**src/rtl/pes_seqdivider.sv**
```systemverilog
// Unsigned iterative restoring divider: Q = A / B, R = A % B, one quotient bit per clock.
// Valid/ready on both sides; divide-by-zero is flagged and short-circuited.
module pes_seqdivider #(
  parameter int WIDTH = 32,
  parameter int CNTW  = 6
) (
  input  logic             clk,
  input  logic             rst,
  input  logic             in_valid,
  output logic             in_ready,
  input  logic [WIDTH-1:0] A,
  input  logic [WIDTH-1:0] B,
  output logic             out_valid,
  input  logic             out_ready,
  output logic [WIDTH-1:0] Q,
  output logic [WIDTH-1:0] R,
  output logic             dz
);

  typedef enum logic [1:0] {IDLE, CALC, DONE} state_t;

  state_t           state, state_nx;
  logic [WIDTH-1:0] qreg, qreg_nx;
  logic [WIDTH-1:0] rem, rem_nx;
  logic [WIDTH-1:0] breg, breg_nx;
  logic [WIDTH-1:0] q_nx, r_nx;
  logic             dz_nx;
  logic [CNTW-1:0]  cnt, cnt_nx;
  logic [WIDTH:0]   shifted;
  logic [WIDTH:0]   trial;

  assign in_ready  = (state == IDLE);
  assign out_valid = (state == DONE);

  always_ff @(posedge clk or negedge rst) begin
    if (!rst) begin
      state <= IDLE;
      qreg  <= '0;
      rem   <= '0;
      breg  <= '0;
      cnt   <= '0;
      Q     <= '0;
      R     <= '0;
      dz    <= 1'b0;
    end else begin
      state <= state_nx;
      qreg  <= qreg_nx;
      rem   <= rem_nx;
      breg  <= breg_nx;
      cnt   <= cnt_nx;
      Q     <= q_nx;
      R     <= r_nx;
      dz    <= dz_nx;
    end
  end

  // The partial remainder is always below 2^(WIDTH-1) before a shift, so dropping its MSB is safe.
  assign shifted = {1'b0, rem[WIDTH-2:0], qreg[WIDTH-1]};
  assign trial   = shifted - {1'b0, breg};

  always_comb begin
    state_nx = state;
    qreg_nx  = qreg;
    rem_nx   = rem;
    breg_nx  = breg;
    cnt_nx   = cnt;
    q_nx     = Q;
    r_nx     = R;
    dz_nx    = dz;
    case (state)
      IDLE: begin
        if (in_valid) begin
          breg_nx  = B;
          qreg_nx  = A;
          rem_nx   = '0;
          cnt_nx   = CNTW'(WIDTH);
          state_nx = CALC;
        end
      end
      CALC: begin
        // A zero divisor spends exactly one CALC cycle, giving a one-cycle latency.
        if (breg == '0) begin
          q_nx     = '1;
          r_nx     = qreg;
          dz_nx    = 1'b1;
          cnt_nx   = '0;
          state_nx = DONE;
        end else begin
          if (!trial[WIDTH]) rem_nx = trial[WIDTH-1:0];
          else               rem_nx = shifted[WIDTH-1:0];
          qreg_nx = {qreg[WIDTH-2:0], ~trial[WIDTH]};
          cnt_nx  = cnt - CNTW'(1);
          if (cnt == CNTW'(1)) begin
            q_nx     = qreg_nx;
            r_nx     = rem_nx;
            dz_nx    = 1'b0;
            state_nx = DONE;
          end
        end
      end
      DONE: begin
        if (out_ready) state_nx = IDLE;
      end
      default: state_nx = IDLE;
    endcase
  end

endmodule

```
**config.mk**
```make
export PLATFORM = sky130hd
export DESIGN_NAME = pes_seqdivider
export DESIGN_NICKNAME = d
export VERILOG_FILES = /design/src/rtl/pes_seqdivider.sv
export SDC_FILE = /design/constraint.sdc
export NUM_CORES = 1
export LEC_CHECK = 0
export ABC_AREA = 1
export CELL_PAD_IN_SITES_DETAIL_PLACEMENT = 1
export CELL_PAD_IN_SITES_GLOBAL_PLACEMENT = 1
export CORE_MARGIN = 4
export CORE_UTILIZATION = 44
export DETAILED_ROUTE_END_ITERATION = 10
export PLACE_DENSITY = 0.86
export SYNTH_ARGS = -nofsm -noshare
export SYNTH_HDL_FRONTEND = slang
export SYNTH_SLANG_ARGS = --single-unit
```
**constraint.sdc**
```tcl
create_clock -name clk -period 3.7 [get_ports clk]
set_input_delay 0.74 -clock clk [delete_from_list [all_inputs] [get_ports clk]]
set_output_delay 0.74 -clock clk [all_outputs]
set_load 0.01 [all_outputs]
```
Word-level counts from Yosys, hierarchy flattened
Index checks and enable logic that the tools add are counted.

storage, ports and cells
  flip-flop bits (word level) = 168
  logic and storage cells = 48

operators by class
  multiplexer cells = 21
  reductions and logical operators = 9
  add/sub/neg operators = 2
  bitwise logic cells = 1
  equality and inequality tests = 7

operators with widths
  cell                                                                      count
  32-bit two-way mux                                                        7
  32-bit case mux with 2 select lines                                       1
  31-bit two-way mux                                                        2
  31-bit case mux with 2 select lines                                       1
  32-bit by 32-bit subtractor with 33-bit output                            1
  32-bit logical NOT                                                        1
  6-bit two-way mux                                                         2
  6-bit case mux with 2 select lines                                        1
  2-bit two-way mux                                                         4
  6-bit by 1-bit == test with 1-bit output (second input constant)          1
  2-bit case mux with 3 select lines                                        1
  2-bit AND reduction                                                       3
  3-bit AND reduction                                                       2
  6-bit by 1-bit subtractor with 6-bit output (second input constant)       1
  2-bit inequality test (second input constant)                             2
  2-bit nonzero test                                                        2
  3-bit inequality test (second input constant)                             1
  2-bit by 1-bit == test with 1-bit output (second input constant)          1
  2-bit == test (second input constant)                                     1
  2-bit logical NOT                                                         1
  1-bit two-way mux                                                         2
  2-bit by 1-bit inequality test with 1-bit output (second input constant)  1
  1-bit NOT                                                                 1

Longest topological paths before layout
Gate-level depths: netlist of the first run.

  depth after elaboration = 4
  gate-level depth with buffers = 18
  mapped depth without buffers = 17

Worst setup path after synthesis of the first run
Ideal clock, no wire load.

  path kind = register -> register
  from = register qreg[31]
  to = register R[19]
  period minus slack after synthesis = 2.242 ns
  cell stages (with the launch flop) = 18
  buffers on the path = 2
  arrival time = 2.121 ns
  data required time = 3.579 ns
  setup time = 0.121 ns
  path slack = 1.458 ns
  cell sequence = dfrtp_1 -> inv_1 -> ha_1 -> fa_1 -> inv_1 -> nand3_1 -> nand3_2 -> nand2_1 -> nand2_2 -> nand2_1 -> nand2_2 -> nand2_4 -> nand2_4 -> buf_6 -> buf_8 -> nand3_2 -> nand3_1 -> nand2_1

between the ends
  cells in the longest elaborated chain, start to end = 4

ends and longest elaborated chain
  element                                         RTL line  RTL
  start: declaration                              23        logic [WIDTH-1:0] qreg, qreg_nx;
  start signal: assignment                        47        qreg <= qreg_nx;
  32-bit by 32-bit subtractor with 33-bit output  59        assign trial = shifted - {1'b0, breg};
  32-bit two-way mux                              89        if (!trial[WIDTH]) rem_nx = trial[WIDTH-1:0];
  32-bit two-way mux                              93        if (cnt == CNTW'(1)) begin
  32-bit two-way mux                              82        if (breg == '0) begin
  end signal: assignment                          52        R <= r_nx;
  end: declaration                                16        output logic [WIDTH-1:0] R,

No other way between the ends. The select of a mux whose other input is x is not followed.
A chain may end at the register's enable or synchronous reset.

Final worst setup path of the first run
  from = register qreg[31]
  to = register rem[17]

between the ends
  cells in the longest elaborated chain, start to end = 4

ends and longest elaborated chain
  element                                         RTL line  RTL
  32-bit by 32-bit subtractor with 33-bit output  59
  32-bit two-way mux                              89
  31-bit two-way mux                              82
  31-bit case mux with 2 select lines             70        case (state)
  end signal: assignment                          48        rem <= rem_nx;
  end: declaration                                24        logic [WIDTH-1:0] rem, rem_nx;

No other way between the ends. The select of a mux whose other input is x is not followed.

==> reports/results.tsv, run 1 <==
metric	value	unit
Post-DRT Antenna Nets	0	
Core Region	22600	um2
RSZ-0062 raised after global routing	no	
area share of the leading cell type in the synthesized netlist	41.4	%
Filler Cell Count	2863	
Root Buffer	clkbuf_16	
sequential cell area fraction in the yosys report	41.4	%
postcts setup bufs	0	
# setup viols final	0	
global-route wire length before repair	55.0	mm
post-cts resize count	0	
EDFF count, synth	0	
yosys warns	0	
pin count of the biggest net entering global routing	88	
via count	9898	
chip height	160	um
layout cells sized above 1	6.34	%
R2R Path End	rem[17]	
Mapped Nets	1531	
peak supply drop	457	uV
Worst EP required	4.03	ns
Mapped Avg Cell Area	7.11	um2
gr usage total	26.6	%
clock latency on the worst-skew pair	0.44	ns
final setup TNS	0	ns
FMAX	0.315	GHz
most frequent CP cell	nand2_1	
Worst-Margin Slew	0.873	ns
Post-synth top cells	508 x nand2_1, 207 x inv_1, 168 x dfrtp_1	
post-route DRC violation count	0	
Reg-to-Reg Start	qreg[31]	
Worst R2R Path Depth	17	
Clock Tree Buf Depth	2	
Die X	160	um
slowest stage cell, crit path	fa_1	
Synth area leaders	dfrtp_1 41%, nand2_1 19%, inv_1 7.7%, nand3_1 4.7%, ha_1 4.3%	
drt wl/cell	18.2	um
most numerous cell in the Yosys netlist	nand2_1	
starting density of the core	44.8	%
GP Congestion	0.921	
Ports	135	
initial antenna violation count	0	
Multi-input gate area	4850	um2
Final HPWL DP	25.1	mm
clk sink count	168	
vias in the first global route	10591	
CP Cell Sequence	inv_1 -> ha_1 -> fa_1 -> inv_1 -> nand3_1 -> nand3_2 -> nand2_1 -> nand2_2 -> nand2_1 -> nand2_2 -> nand2_4 -> nand2_4 -> inv_1 -> nand2_1 -> nand2_1 -> nand2_1 -> nand2_1	
total power draw	0.0144	W
Final Hold Vio Count	0	
Synth Register Bits	168	
CP Launch Type	flip-flop	
ys flop type	dfrtp_1	
area of the mapped netlist	10100	um2
status	finished clean	
hold buffer count at cts	0	
First-pass DRT Iterations	5	
Worst EP arrival	3.51	ns
fraction of registers with async set/reset	100	%
CP Capture Type	flip-flop	
hold crit path type	in2async	
diode count	0	
Pwr Density	1170	nW/um2
clock slew at reported path FFs	0.08	ns
Setup Skew	0.0115	ns
die area	25500	um2
CP peak stage delay	0.41	ns
CTS tree	yes	
CTS buffer count	17	
IO Port Bufs	134	
Detailed Route WL	33.5	mm
r2r setup slk	0.52	ns
Pins Over Slew Limit	0	
synth unique cells	41	
cells after synthesis	1427	
area leader, netlist	dfrtp_1	
std cell rows	55	
drt initial violations	614	
Tcrit/Tclk final	85.9	%
GRT overflow	0	
Max-cap violations	0	
slew margin rel.	41.8	%
Max Fanout on Critical Path	27	
Tmin final	3.18	ns
Leak	6.51	nW
Setup Crit Path Kind	reg2reg	
register area	4200	um2
Area Overhead vs Synth	21.4	%
Vias/cell	5.36	
Nets	1652	
H-tree levels	4	
[report_power, final]
part / switching [W] / internal (W) / total, W
clock network: 0.000898 / 0.000924 / 0.00182
registers: 0.000622 / 0.00274 / 0.00337
logic: 0.00603 / 0.00322 / 0.00924
total: 0.00754 / 0.00689 / 0.0144
[through the flow]
step / worst slack [ns] / instance area (um2) / hold slack [ns] / util [%] / std cells
after floorplan: 1.46 / 10100 / 0.444 / - / 1427
after global placement: 0.851 / 11700 / 0.466 / 51.8 / 1814
after detailed placement: 0.705 / 11700 / 0.468 / 51.8 / 1814
after CTS: 0.563 / 12300 / 0.397 / 54.4 / 1846
after global routing: 0.302 / 12300 / 0.436 / 54.4 / 1846
final: 0.523 / 12300 / 0.362 / 54.4 / 1846
[metal layers]
| metal | track usage [%] | wire (um) | share of wire (%) | vias up |
|---|---|---|---|---|
| met5 | 0 | 0 | 0 | - |
| met4 | 11.3 | 1440 | 4.3 | 0 |
| met3 | 3.90 | 1180 | 3.5 | 89 |
| met2 | 46.3 | 16800 | 50 | 240 |
| met1 | 33.0 | 14200 | 42 | 4857 |
| li1 | - | - | - | 4712 |
[worst max-delay path by stage]
stage	end	startpoint	slack [ns]
finish	rem[17]	qreg[31]	0.52
global route	rem[17]	qreg[31]	0.30
CTS	rem[17]	qreg[31]	0.56
detailed placement	R[17]	qreg[31]	0.70
global placement	R[17]	qreg[31]	0.85
floorplan	R[19]	qreg[31]	1.46
[critical path: cells and delay by family (launching register included)]
kind	cells	cell delay, ns
buffers and inverters	3	0.55
adder cells (fa/ha/maj)	2	0.65
flip-flops	1	0.38
AND/OR/NAND/NOR	12	1.48
[cells by family (layout without fill, tap and decap cells)]
family	Yosys count	count (layout)	synth area share, %
flip-flops	168	168	41.4
adder cells (fa/ha/maj)	36	36	4.51
buffers and inverters	266	400	10.8
AO/OA/AOI/OAI	199	199	11.0
XOR/XNOR	15	15	1.30
AND/OR/NAND/NOR	743	743	30.9
[sequential cells by signal, summed over array words and instances (netlist names)]
name and flops:
Q 32, R 32, breg 32, cnt 6, dz 1, qreg 32, rem 31, state 2
[area by class of cell]
class	instances	area share (%)
inverters	217	6.65
clock inverters	14	1.23
repair buffers	151	12.1
well taps	285	2.90
clock buffers	18	3.57
flip-flops and latches	168	34.1
multi-input cells	993	39.4
[cells in the final DEF, fill, tap and decap left out, types with 4 or more instances in the layout]
| master | count |
|---|---|
| ha_1 | 35 |
| clkdlybuf4s50_1 | 133 |
| o211ai_1 | 15 |
| nor2_1 | 82 |
| nor2_4 | 4 |
| clkbuf_16 | 17 |
| nand3_2 | 13 |
| nand3_1 | 95 |
| nand4_1 | 12 |
| inv_1 | 206 |
| nor3_1 | 5 |
| xor2_1 | 12 |
| o21ai_0 | 61 |
| nand2_1 | 507 |
| inv_8 | 6 |
| a22oi_1 | 16 |
| buf_4 | 15 |
| o21ai_1 | 26 |
| a21oi_1 | 68 |
| nand2_2 | 11 |
| inv_2 | 8 |
| nor2_2 | 4 |
| dfrtp_1 | 168 |
Note: power is estimated with default switching activity, not from simulation.
==> run 2, diff against run 1 <==
--- a/config.mk
+++ b/config.mk
@@ -11,6 +11,7 @@
 export CORE_MARGIN = 4
 export CORE_UTILIZATION = 44
 export DETAILED_ROUTE_END_ITERATION = 10
+export GPL_TIMING_DRIVEN = 0
 export PLACE_DENSITY = 0.86
 export SYNTH_ARGS = -nofsm -noshare
 export SYNTH_HDL_FRONTEND = slang
==> run 2 against run 1 <==
  * Critical path depth did not move
  * Sequential power barely moved
  * Clock skew rose by 0.00082 ns
  * Utilization rose by 0.67 points
  * Power rose by 0.97%
  * Routed wire length rose by 2.6%
  * Highest routed layer unchanged
  * Critical path type unchanged
  * Hold slack got worse by 0.14 ns
==> reports/results.tsv, run 2 (synthesized netlist as in run 1, its figures left out) <==
metric	value	unit
chip height	160	um
FMAX	0.346	GHz
vias in the first global route	10635	
Clock Tree Buf Depth	2	
CP Capture Type	flip-flop	
Worst EP arrival	3.27	ns
Worst EP required	4.09	ns
r2r setup slk	0.81	ns
layout cells sized above 1	6.96	%
Nets	1685	
Leak	6.59	nW
global-route wire length before repair	56.1	mm
diode count	0	
Core Region	22600	um2
Pins Over Slew Limit	0	
Place WS	0.601	ns
R2R Path End	rem[23]	
CTS buffer count	17	
Tmin final	2.89	ns
drt wl/cell	18.3	um
Reg-to-Reg Start	qreg[31]	
Worst R2R Path Depth	17	
IO Port Bufs	134	
post-route DRC violation count	0	
Vias/cell	5.33	
hold crit path type	in2async	
Setup Skew	0.0124	ns
crit path setup slack, layout	0.813	ns
clock latency on the worst-skew pair	0.45	ns
GP Congestion	0.931	
GRT overflow	0	
Tcrit/Tclk final	78.0	%
Worst-Margin Slew	0.820	ns
drt initial violations	544	
std cell rows	55	
Die X	160	um
DP Area	11900	um2
Final Cell Area	12500	um2
peak supply drop	460	uV
post-cts resize count	0	
status	finished clean	
Max-cap violations	0	
starting density of the core	44.8	%
Ports	135	
commonest non-fill, non-tap cell in the layout	nand2_1	
Pwr Density	1170	nW/um2
# setup viols final	0	
CP Launch Type	flip-flop	
total power draw	0.0146	W
Max Fanout on Critical Path	10	
H-tree levels	4	
slew margin rel.	45.4	%
die area	25500	um2
Post-DRT Antenna Nets	0	
final setup TNS	0	ns
Final HPWL DP	26.6	mm
clock slew at reported path FFs	0.07	ns
initial antenna violation count	0	
pin count of the biggest net entering global routing	92	
via count	10017	
hold buffer count at cts	0	
Final Hold Vio Count	0	
CTS tree	yes	
Area Overhead vs Synth	22.9	%
Setup Crit Path Kind	reg2reg	
postcts setup bufs	0	
clk sink count	168	
First-pass DRT Iterations	5	
Detailed Route WL	34.4	mm
most frequent cells in the layout	508 x nand2_1, 207 x inv_1, 168 x dfrtp_1, 133 x clkdlybuf4s50_1, 95 x nand3_1	
Root Buffer	clkbuf_16	
RSZ-0062 raised after global routing	no	
gr usage total	27.5	%
==> run 2: worst max path at each step <==
stage	from	endpoint	slack [ns]	depth (start not counted)
2_1_floorplan	qreg[31]	R[19]	1.46	17
3_3_place_gp	rst	Q[26]	-5.32	1
3_5_place_dp	in_valid	breg[1]	0.60	6
4_1_cts	qreg[31]	rem[23]	0.80	17
5_1_grt	qreg[31]	R[17]	0.62	17
6_report	qreg[31]	rem[23]	0.81	17
==> run 2: metal layers <==
metal	vias to the layer above	GRT usage, %	wire length, um
li1	4791	-	-
met1	4923	35.4	15100
met2	245	48.2	17100
met3	58	4.26	1420
met4	0	7.47	788
met5	-	0	0
==> run 2: report_power, final <==
part	total [W]	internal [W]	switching (W)
logic	0.00939	0.00333	0.00606
clock network	0.00183	0.000922	0.000906
registers	0.00335	0.00274	0.000610
total	0.0146	0.00699	0.00758
==> run 2: through the flow <==
stage          cells  hold slack (ns)  util, %
3_3_place_gp    1846            0.462     52.3
5_1_grt         1879            0.360     55.1
2_1_floorplan   1427            0.444        -
4_1_cts         1879            0.341     55.1
6_report        1879            0.226     55.1
3_5_place_dp    1847            0.473     52.4
==> run 2: area by class of cell <==
cell class / count / area, um2
repair buffers: 135 / 1370
multi-input cells: 993 / 4840
well taps: 285 / 357
plain buffers: 49 / 280
fillers: 2929 / 10200
clock buffers: 18 / 439
inverters: 217 / 820
clock inverters: 14 / 154
flip-flops and latches: 168 / 4200
==> run 2: worst max-delay path, stage by stage, from the launching register on <==
cell	delay [ns]
dfrtp_1	0.43
inv_1	0.12
ha_1	0.23
fa_1	0.42
inv_1	0.14
nand3_1	0.10
nand3_2	0.11
nand2_1	0.07
nand2_2	0.09
nand2_1	0.07
nand2_2	0.09
nand2_4	0.11
nand2_4	0.09
buf_2	0.26
nand3_1	0.18
nand2_1	0.15
nand2_1	0.07
nand2_1	0.07
